==> config.mk <==
export PLATFORM = sky130hd
export DESIGN_NAME = dispatcher4_rr_flat
export DESIGN_NICKNAME = d
export VERILOG_FILES = /design/src/rtl/dispatcher4_rr_if.sv /design/src/rtl/dispatcher4_rr.sv /design/src/flat_wrapper.sv
export SDC_FILE = /design/constraint.sdc
export NUM_CORES = 1
export LEC_CHECK = 0
export ABC_AREA = 1
export CELL_PAD_IN_SITES_DETAIL_PLACEMENT = 2
export CELL_PAD_IN_SITES_GLOBAL_PLACEMENT = 2
export CORE_ASPECT_RATIO = 0.5
export CORE_MARGIN = 10
export CORE_UTILIZATION = 32
export CTS_CLUSTER_DIAMETER = 120
export DETAILED_ROUTE_END_ITERATION = 8
export MAX_ROUTING_LAYER = met4
export PLACE_DENSITY = 0.76
export SKIP_LAST_GASP = 1
export SYNTH_ARGS = -nofsm -noshare
export SYNTH_HDL_FRONTEND = slang
export SYNTH_SLANG_ARGS = --single-unit
==> constraint.sdc <==
create_clock -name i_clk -period 3.3 [get_ports i_clk]
set_input_delay 0.825 -clock i_clk [delete_from_list [all_inputs] [get_ports i_clk]]
set_output_delay 0.825 -clock i_clk [all_outputs]
set_load 0.03 [all_outputs]
==> src/rtl/dispatcher4_rr_if.sv <==
// Stream bundle for dispatcher4_rr: one valid/ready input stream fanned out to four lanes.
// The slave modport is the dispatcher side; master is the producer/consumer side.
interface dispatcher4_rr_if #(
    parameter int DATA_W = 16
);
    logic              i_valid;
    logic [DATA_W-1:0] i_data;
    logic              o_ready;

    logic              o_valid0, o_valid1, o_valid2, o_valid3;
    logic [DATA_W-1:0] o_data0, o_data1, o_data2, o_data3;
    logic              i_ready0, i_ready1, i_ready2, i_ready3;
    logic [15:0]       o_cnt0, o_cnt1, o_cnt2, o_cnt3;

    modport slave (
        input  i_valid, i_data, i_ready0, i_ready1, i_ready2, i_ready3,
        output o_ready, o_valid0, o_valid1, o_valid2, o_valid3,
        output o_data0, o_data1, o_data2, o_data3,
        output o_cnt0, o_cnt1, o_cnt2, o_cnt3
    );

    modport master (
        output i_valid, i_data, i_ready0, i_ready1, i_ready2, i_ready3,
        input  o_ready, o_valid0, o_valid1, o_valid2, o_valid3,
        input  o_data0, o_data1, o_data2, o_data3,
        input  o_cnt0, o_cnt1, o_cnt2, o_cnt3
    );
endinterface

==> src/rtl/dispatcher4_rr.sv <==
// Round-robin 1-to-4 dispatcher with a DEPTH-entry FIFO per lane.
// Define DISPATCHER4_RR_CNT_EN to enable the per-lane dispatched-word counters.
module dispatcher4_rr #(
    parameter int DATA_W = 16,
    parameter int DEPTH  = 2
) (
    input logic            i_clk,
    input logic            i_reset,
    dispatcher4_rr_if.slave bus
);
    localparam int AW = (DEPTH > 1) ? $clog2(DEPTH) : 1;
    localparam int CW = $clog2(DEPTH + 1);

    typedef logic [1:0] lane_t;

    logic [DATA_W-1:0] mem    [4][DEPTH];
    logic [AW-1:0]     wr_ptr [4];
    logic [AW-1:0]     rd_ptr [4];
    logic [CW-1:0]     count  [4];
    lane_t             ptr;
    lane_t             target;
    logic [3:0]        rdy, full, valid, push, pop;
    logic              ready, accept;

    assign rdy = {bus.i_ready3, bus.i_ready2, bus.i_ready1, bus.i_ready0};

    always_comb begin
        for (int n = 0; n < 4; n++) begin
            full[n]  = (count[n] == CW'(DEPTH));
            valid[n] = (count[n] != '0);
        end
    end

    // Walk the scan order backwards so the earliest non-full lane after ptr wins.
    always_comb begin
        // NOTE: default first so every path assigns target and no latch is inferred.
        target = ptr;
        for (int k = 4; k >= 1; k--) begin
            if (!full[lane_t'(ptr + lane_t'(k))]) target = lane_t'(ptr + lane_t'(k));
        end
    end

    // Fullness uses registered counts only, keeping i_readyN out of the o_ready path.
    assign ready  = !i_reset && !(&full);
    assign accept = bus.i_valid && ready;

    always_comb begin
        for (int n = 0; n < 4; n++) begin
            push[n] = accept && (target == lane_t'(n));
            pop[n]  = valid[n] && rdy[n];
        end
    end

    always_ff @(posedge i_clk) begin
        // NOTE: non-blocking assignments so every register samples pre-edge values.
        if (i_reset) begin
            ptr <= 2'd3;
            for (int n = 0; n < 4; n++) begin
                wr_ptr[n] <= '0;
                rd_ptr[n] <= '0;
                count[n]  <= '0;
            end
        end else begin
            if (accept) ptr <= target;
            for (int n = 0; n < 4; n++) begin
                if (push[n]) wr_ptr[n] <= wr_ptr[n] + AW'(1);
                if (pop[n])  rd_ptr[n] <= rd_ptr[n] + AW'(1);
                case ({push[n], pop[n]})
                    2'b10:   count[n] <= count[n] + CW'(1);
                    2'b01:   count[n] <= count[n] - CW'(1);
                    default: count[n] <= count[n];
                endcase
            end
        end
    end

    // NOTE: storage is not reset; empty lanes mask their data, so stale entries never leak.
    always_ff @(posedge i_clk) begin
        for (int n = 0; n < 4; n++) begin
            if (push[n]) mem[n][wr_ptr[n]] <= bus.i_data;
        end
    end

    assign bus.o_ready  = ready;
    assign bus.o_valid0 = valid[0];
    assign bus.o_valid1 = valid[1];
    assign bus.o_valid2 = valid[2];
    assign bus.o_valid3 = valid[3];
    assign bus.o_data0  = valid[0] ? mem[0][rd_ptr[0]] : '0;
    assign bus.o_data1  = valid[1] ? mem[1][rd_ptr[1]] : '0;
    assign bus.o_data2  = valid[2] ? mem[2][rd_ptr[2]] : '0;
    assign bus.o_data3  = valid[3] ? mem[3][rd_ptr[3]] : '0;

`ifdef DISPATCHER4_RR_CNT_EN
    logic [15:0] cnt [4];

    always_ff @(posedge i_clk) begin
        for (int n = 0; n < 4; n++) begin
            if (i_reset)      cnt[n] <= '0;
            else if (push[n]) cnt[n] <= cnt[n] + 16'd1;
        end
    end

    assign bus.o_cnt0 = cnt[0];
    assign bus.o_cnt1 = cnt[1];
    assign bus.o_cnt2 = cnt[2];
    assign bus.o_cnt3 = cnt[3];
`else
    assign bus.o_cnt0 = '0;
    assign bus.o_cnt1 = '0;
    assign bus.o_cnt2 = '0;
    assign bus.o_cnt3 = '0;
`endif
endmodule

==> src/flat_wrapper.sv <==
// flat-port wrapper written by rule: the top's interface ports become plain ports
module dispatcher4_rr_flat 
#(
    parameter int DATA_W = 16,
    parameter int DEPTH  = 2
)
  (i_clk, i_reset, bus_i_valid, bus_i_data, bus_i_ready0, bus_i_ready1, bus_i_ready2, bus_i_ready3, bus_o_ready, bus_o_valid0, bus_o_valid1, bus_o_valid2, bus_o_valid3, bus_o_data0, bus_o_data1, bus_o_data2, bus_o_data3, bus_o_cnt0, bus_o_cnt1, bus_o_cnt2, bus_o_cnt3);
  dispatcher4_rr_if #(.DATA_W(DATA_W)) bus_i ();
  input logic i_clk;
  input logic i_reset;
  input wire logic [$bits(bus_i.i_valid)-1:0] bus_i_valid;
  input wire logic [$bits(bus_i.i_data)-1:0] bus_i_data;
  input wire logic [$bits(bus_i.i_ready0)-1:0] bus_i_ready0;
  input wire logic [$bits(bus_i.i_ready1)-1:0] bus_i_ready1;
  input wire logic [$bits(bus_i.i_ready2)-1:0] bus_i_ready2;
  input wire logic [$bits(bus_i.i_ready3)-1:0] bus_i_ready3;
  output wire logic [$bits(bus_i.o_ready)-1:0] bus_o_ready;
  output wire logic [$bits(bus_i.o_valid0)-1:0] bus_o_valid0;
  output wire logic [$bits(bus_i.o_valid1)-1:0] bus_o_valid1;
  output wire logic [$bits(bus_i.o_valid2)-1:0] bus_o_valid2;
  output wire logic [$bits(bus_i.o_valid3)-1:0] bus_o_valid3;
  output wire logic [$bits(bus_i.o_data0)-1:0] bus_o_data0;
  output wire logic [$bits(bus_i.o_data1)-1:0] bus_o_data1;
  output wire logic [$bits(bus_i.o_data2)-1:0] bus_o_data2;
  output wire logic [$bits(bus_i.o_data3)-1:0] bus_o_data3;
  output wire logic [$bits(bus_i.o_cnt0)-1:0] bus_o_cnt0;
  output wire logic [$bits(bus_i.o_cnt1)-1:0] bus_o_cnt1;
  output wire logic [$bits(bus_i.o_cnt2)-1:0] bus_o_cnt2;
  output wire logic [$bits(bus_i.o_cnt3)-1:0] bus_o_cnt3;
  assign bus_i.i_valid = bus_i_valid;
  assign bus_i.i_data = bus_i_data;
  assign bus_i.i_ready0 = bus_i_ready0;
  assign bus_i.i_ready1 = bus_i_ready1;
  assign bus_i.i_ready2 = bus_i_ready2;
  assign bus_i.i_ready3 = bus_i_ready3;
  assign bus_o_ready = bus_i.o_ready;
  assign bus_o_valid0 = bus_i.o_valid0;
  assign bus_o_valid1 = bus_i.o_valid1;
  assign bus_o_valid2 = bus_i.o_valid2;
  assign bus_o_valid3 = bus_i.o_valid3;
  assign bus_o_data0 = bus_i.o_data0;
  assign bus_o_data1 = bus_i.o_data1;
  assign bus_o_data2 = bus_i.o_data2;
  assign bus_o_data3 = bus_i.o_data3;
  assign bus_o_cnt0 = bus_i.o_cnt0;
  assign bus_o_cnt1 = bus_i.o_cnt1;
  assign bus_o_cnt2 = bus_i.o_cnt2;
  assign bus_o_cnt3 = bus_i.o_cnt3;
  dispatcher4_rr #(.DATA_W(DATA_W), .DEPTH(DEPTH)) u_core (.i_clk(i_clk), .i_reset(i_reset), .bus(bus_i));
endmodule
==> run metrics, run 1 <==
status=finished clean; syn avg cell area=between 10 and 15 um2; Hold Crit Depth=1; Max Cap Violations=0; Vias=about 4,500; routability cong.=0.803; startpoint types=register; Worst Reg-to-Reg Cells=16; Syn Inst Count=583; Final period util=a little over nine tenths; Max clock buf depth=2; vias in the first global route=roughly 5,000; clock slew at reported path FFs=0.07 ns; CTS root buf=clkbuf_16; Cell Pwr Density=between 700 and 800 nW/um2; DRC violation total after the first TritonRoute iteration=approximately 280; Worst slew margin=62.1%; Slew @ Worst Pin=around 0.57 ns; FMAX=between 300 and 400 MHz; final clock skew=a little over 0.009 ns; Critical Path End Type=output pin; antenna violations before repair=0; final hold viol count=0; I/O pins=156; Initial Utilization=32.4%; Core Area=about 20,000 um2; largest net degree at the start of global routing=21; final core occ=between 40 and 50%; Crit path required time=between 2 and 2.5 ns; clock latency on the worst-skew pair=about 0.42 ns; #FFs+latches synth=around 150; Pleak=3.23 nW; Crit Path Max Fanout=16; layout cell share with drive strength beyond 1=under 10%; die height=~120 um; post-synth cell types=27; Synth top area share=65.4%; drt first pass iters=4; Design Area, Final=8310 um2; I/O Buffers=91; Final setup violation count=0; nets=about 730; Post-route DRC=0; setup TNS=0 ns; CTS tree=built; sequential-to-total area share from yosys stat=between 60% and 70%; max-slew violation count=0; TritonCTS buffer count=17; Clock Sinks=approximately 150; cell taking the most area after synthesis=edfxtp_1; GRT Util Overall=~15%; Avg Vias per Cell=approximately 4.6; non-filler cells, final=just under 1,000; Total Power=around 6.4 mW; Cells after DPL=947; Syn. warnings=0; CP Class=reg -> out; Peak supply drop=305 uV; first-pass GRT wire length=roughly 31,000 um; post-layout min period=3.13 ns; slowest library cell on the worst path=clkdlybuf4s50_1; Die W=between 200 and 250 um; arrival time at the worst endpoint=roughly 2.3 ns; row cnt=37; Synth area leaders=edfxtp_1 65%, nand2_1 7.7%, buf_4 7.3%, a21oi_1 3.9%, nor2_1 3.4%; GRT Residual Overflow=0; Routed Antenna Nets=0; Cell Chain, Critical Path=inv_1 -> nand2_1 -> a21oi_1 -> clkdlybuf4s50_1; Routed WL per cell=approximately 21 um; RSZ-0062 raised after global routing=no; H-tree depth reported by CTS=4; final WL=20,500 um; CP peak stage delay=~0.73 ns; post-synthesis cell area=roughly 6600 um2; Inserted Diodes=0; Hold Crit Class=reg -> reg; Area Growth Syn to Fin=25.6%; Post-DP HPWL=14,500 um; full die area=27,200 um2; placed inst area=~7700 um2
what timing repair did:
item                       CTS  global route
setup buffers                0             1
setup endpoints to repair   19            11
resized for setup            3             2
hold buffers                 0             0
area by class of cell:
cell class              instances  area (um2)
flip-flops and latches        146        4360
fillers                      2105       12100
multi-input cells             382        1800
well taps                     273         342
repair buffers                112        1090
clock inverters                13         145
inverters                      35         145
clock buffers                  17         425
layer usage:
layer | track usage, % | vias up | wire, um
met3 | 3.49 | 13 | 1020
li1 | - | 2064 | -
met5 | - | - | 0
met1 | 16.4 | 2326 | 7960
met2 | 28.8 | 101 | 11300
met4 | 4.15 | 0 | 212
kinds of logic after synthesis:
family	share of synthesized area [%]
simple gates	14.8
flops	66.0
buf+inv	10.5
compound gates	6.28
fa+ha+maj	2.08
xor+xnor	0.397
other cells	0.0567
power breakdown:
| group | internal, mW | leakage [nW] | total (mW) | switching, mW |
|---|---|---|---|---|
| Clock | 1.17 | 0.277 | 1.93 | 0.767 |
| Combinational | 0.664 | 1.61 | 2.10 | 1.43 |
| Sequential | 2.23 | 1.34 | 2.33 | 0.0948 |
synthesized netlist by cell type (all sizes together):
cell type and n:
edfxtp 144, nand2 143, buf 66, nor2 63
a21oi 52, inv 35, o21ai 22, clkbuf 17
nand3 12, ha 11, nor3 5, a211oi 3
xor2 3, dfxtp 2, o31ai 2, conb 1
nand4 1, o211ai 1
critical path, delay by kind of cell (launching register included):
kind                   cells  cell delay (ns)
AO/OA/AOI/OAI              1             0.24
buffers and inverters      2             1.16
flip-flops                 1             0.39
AND/OR/NAND/NOR            1             0.10
sequential cells by signal, indices dropped and copies added (netlist names):
| name | flops |
|---|---|
| u_core.count | 8 |
| u_core.rd_ptr | 4 |
| u_core.ptr | 2 |
| u_core.wr_ptr | 4 |
| u_core.mem | 128 |
cell usage in the layout (no fill, tap or decap), drive strengths merged:
master	n
inv	32
clkinv	8
nand4	1
nor3	5
edfxtp	144
o211ai	1
o21ai	22
a21oi	52
dlygate4sd2	1
a211oi	3
nand3	12
dlymetal6s2s	1
conb	64
o31ai	2
buf	22
bufinv	3
clkdlybuf4s50	88
clkbuf	17
xor2	3
nor2	63
clkinvlp	5
ha	11
dfxtp	2
nand2	143
worst paths after layout:
check	slack, ns	end	from
max	0.17	bus_o_data1[0]	u_core.rd_ptr[1]
min	0.57	u_core.count[3][0]	u_core.count[3][0]
max reg2reg	0.49	u_core.count[2][1]	u_core.count[3][0]
min reg2reg	0.57	u_core.count[3][0]	u_core.count[3][0]
per-stage QoR:
stage / hold slack, ns / setup slack, ns
final: 0.569 / 0.169
after detailed placement: 0.564 / 0.164
after global placement: 0.551 / 0.283
after CTS: 0.568 / 0.0276
after floorplan: 0.525 / 0.384
after global routing: 0.587 / 0.0280
Note: power is estimated with default switching activity, not from simulation.
==> inputs of run 2 (changes only) <==
- CAP_MARGIN: unset -> 20
==> results of run 2 <==
Same layout as run 1: the final DEF is identical, and so are final timing and power.
==> inputs of run 3 (changes only) <==
- SKIP_CTS_REPAIR_TIMING: unset -> 1
- SLEW_MARGIN: unset -> 20
==> run metrics, run 3 (synthesis gave the netlist of run 1 again) <==
Peak supply drop=354 uV; first-pass GRT wire length=between 30,000 and 40,000 um; final clock skew=0.0126 ns; Comb power frac=33.0%; Max clock buf depth=2; TritonCTS buffer count=17; # fillers=2,107; sequential share of power=36.6%; full die area=27,200 um2; Post-Place Worst Slack=between 0.15 and 0.2 ns; worst reg2reg path startpoint=u_core.ptr[0]; Worst Reg-to-Reg Cells=14; GRT Residual Overflow=0; clock latency on the worst-skew pair=approximately 0.42 ns; launch point of the worst hold path=u_core.count[3][0]; vias in the first global route=~5,200; routability cong.=around 0.80; Final period util=95.2%; commonest non-fill, non-tap cell in the layout=edfxtp_1; Crit path required time=approximately 2.5 ns; Initial Utilization=32.4%; Cell Pwr Density=between 700 and 800 nW/um2; CTS tree=built; Die W=between 200 and 250 um; Avg Vias per Cell=approximately 4.6; H-tree depth reported by CTS=4; I/O pins=around 160; most frequent cells in the layout=144 x edfxtp_1, 136 x nand2_1, 87 x clkdlybuf4s50_1; Routed Antenna Nets=0; Hold Crit Class=reg -> reg; final WL=about 21,000 um; arrival time at the worst endpoint=2.32 ns; CTS root buf=clkbuf_16; drt first pass iters=4; Routed WL per cell=between 20 and 25 um; DRC violation total after the first TritonRoute iteration=slightly above 300; max reg flops=roughly 130; Final setup violation count=0; Post-route DRC=0; Core Area=between 20,000 and 25,000 um2; CP Class=reg -> out; clock slew at reported path FFs=approximately 0.060 ns; Inserted Diodes=0; status=finished clean; die height=roughly 120 um; final hold viol count=0; Post-DP HPWL=roughly 15,000 um; Clock power frac=between 30 and 40%; Crit Path Max Fanout=16; I/O Buffers=91; sw frac=around 36%; Vias=approximately 4,500; Critical Path End Type=output pin; RSZ-0062 raised after global routing=no; Max Cap Violations=0; Worst slew margin=61.8%; GRT Util Overall=around 15%; max-slew violation count=0; Clock Sinks=146; multi-input logic area=around 1800 um2; Pleak=roughly 3.3 nW; WHS Endpoint=u_core.count[3][0]; Hold Crit Depth=1; switching power=2.30 mW; Register Area=4360 um2; row cnt=37; nets=729; reg2reg end=u_core.count[2][1]; startpoint types=register; largest net degree at the start of global routing=21; Pint=~4.1 mW; post-layout min period=about 3.1 ns; antenna violations before repair=0; layout cell share with drive strength beyond 1=about a tenth; Slew @ Worst Pin=approximately 0.57 ns; final core occ=around two fifths; FMAX=318 MHz; Area Growth Syn to Fin=25.8%; R2R Setup Slk=0.49 ns; fin worst setup slack=~0.16 ns
[run 3: cell count changes in the layout (fill, tap and decap cells not counted)]
cell / before / now
buf_4: 20 / 21
dlymetal6s2s_1: 1 / 3
dlygate4sd2_1: 1 / 0
clkdlybuf4s50_1: 88 / 87
[run 3: power by group through the flow]
| stage | registers, mW | logic (mW) | clock network (mW) |
|---|---|---|---|
| 6_report | 2.33 | 2.10 | 1.93 |
| 5_1_grt | 2.35 | 2.28 | 2.04 |
| 3_3_place_gp | 2.35 | 2.03 | 0 |
| 4_1_cts | 2.33 | 2.13 | 1.95 |
| 3_5_place_dp | 2.36 | 2.10 | 0 |
| 2_1_floorplan | 2.32 | 1.33 | 0 |
[run 3: final cells by class]
class | instances | share of cell area (%)
clock buffers | 17 | 5.11
clock inverters | 13 | 1.74
inverters | 35 | 1.74
multi-input cells | 382 | 21.6
flip-flops and latches | 146 | 52.4
well taps | 273 | 4.10
repair buffers | 113 | 13.3
[run 3: per-stage QoR]
step | TNS, ns | hold WS (ns) | instance area, um2 | total power [mW] | cells
3_5_place_dp | 0 | 0.564 | 7710 | 4.46 | 947
6_report | 0 | 0.564 | 8320 | 6.37 | 979
4_1_cts | -1.75 | 0.568 | 8280 | 6.40 | 977
2_1_floorplan | 0 | 0.525 | 6850 | 3.65 | 646
5_1_grt | 0 | 0.587 | 8320 | 6.66 | 979
3_3_place_gp | 0 | 0.551 | 7710 | 4.38 | 947
[run 3: worst max-delay path, stage by stage, from the launching register on]
cell and delay [ns]:
edfxtp_1 0.39, inv_1 0.43, nand2_1 0.10, a21oi_1 0.25, clkdlybuf4s50_1 0.73
[run 3: layer usage]
metal	up-vias	part of all wire [%]	GRT usage [%]
met2	90	55	28.6
met3	16	4.2	3.52
met1	2332	40	16.4
li1	2070	-	-
met4	0	1.4	4.49
met5	-	0	-
[run 3: worst max-delay path by stage]
stage	startpoint	endpoint	slack, ns
2_1_floorplan	i_reset	u_core.mem[0][0]	0.38
3_3_place_gp	i_reset	u_core.count[0][0]	0.28
3_5_place_dp	i_reset	u_core.count[0][1]	0.16
4_1_cts	u_core.count[3][1]	bus_o_data3[15]	-0.27
5_1_grt	u_core.rd_ptr[1]	bus_o_data1[0]	0.01
6_report	u_core.rd_ptr[1]	bus_o_data1[0]	0.16
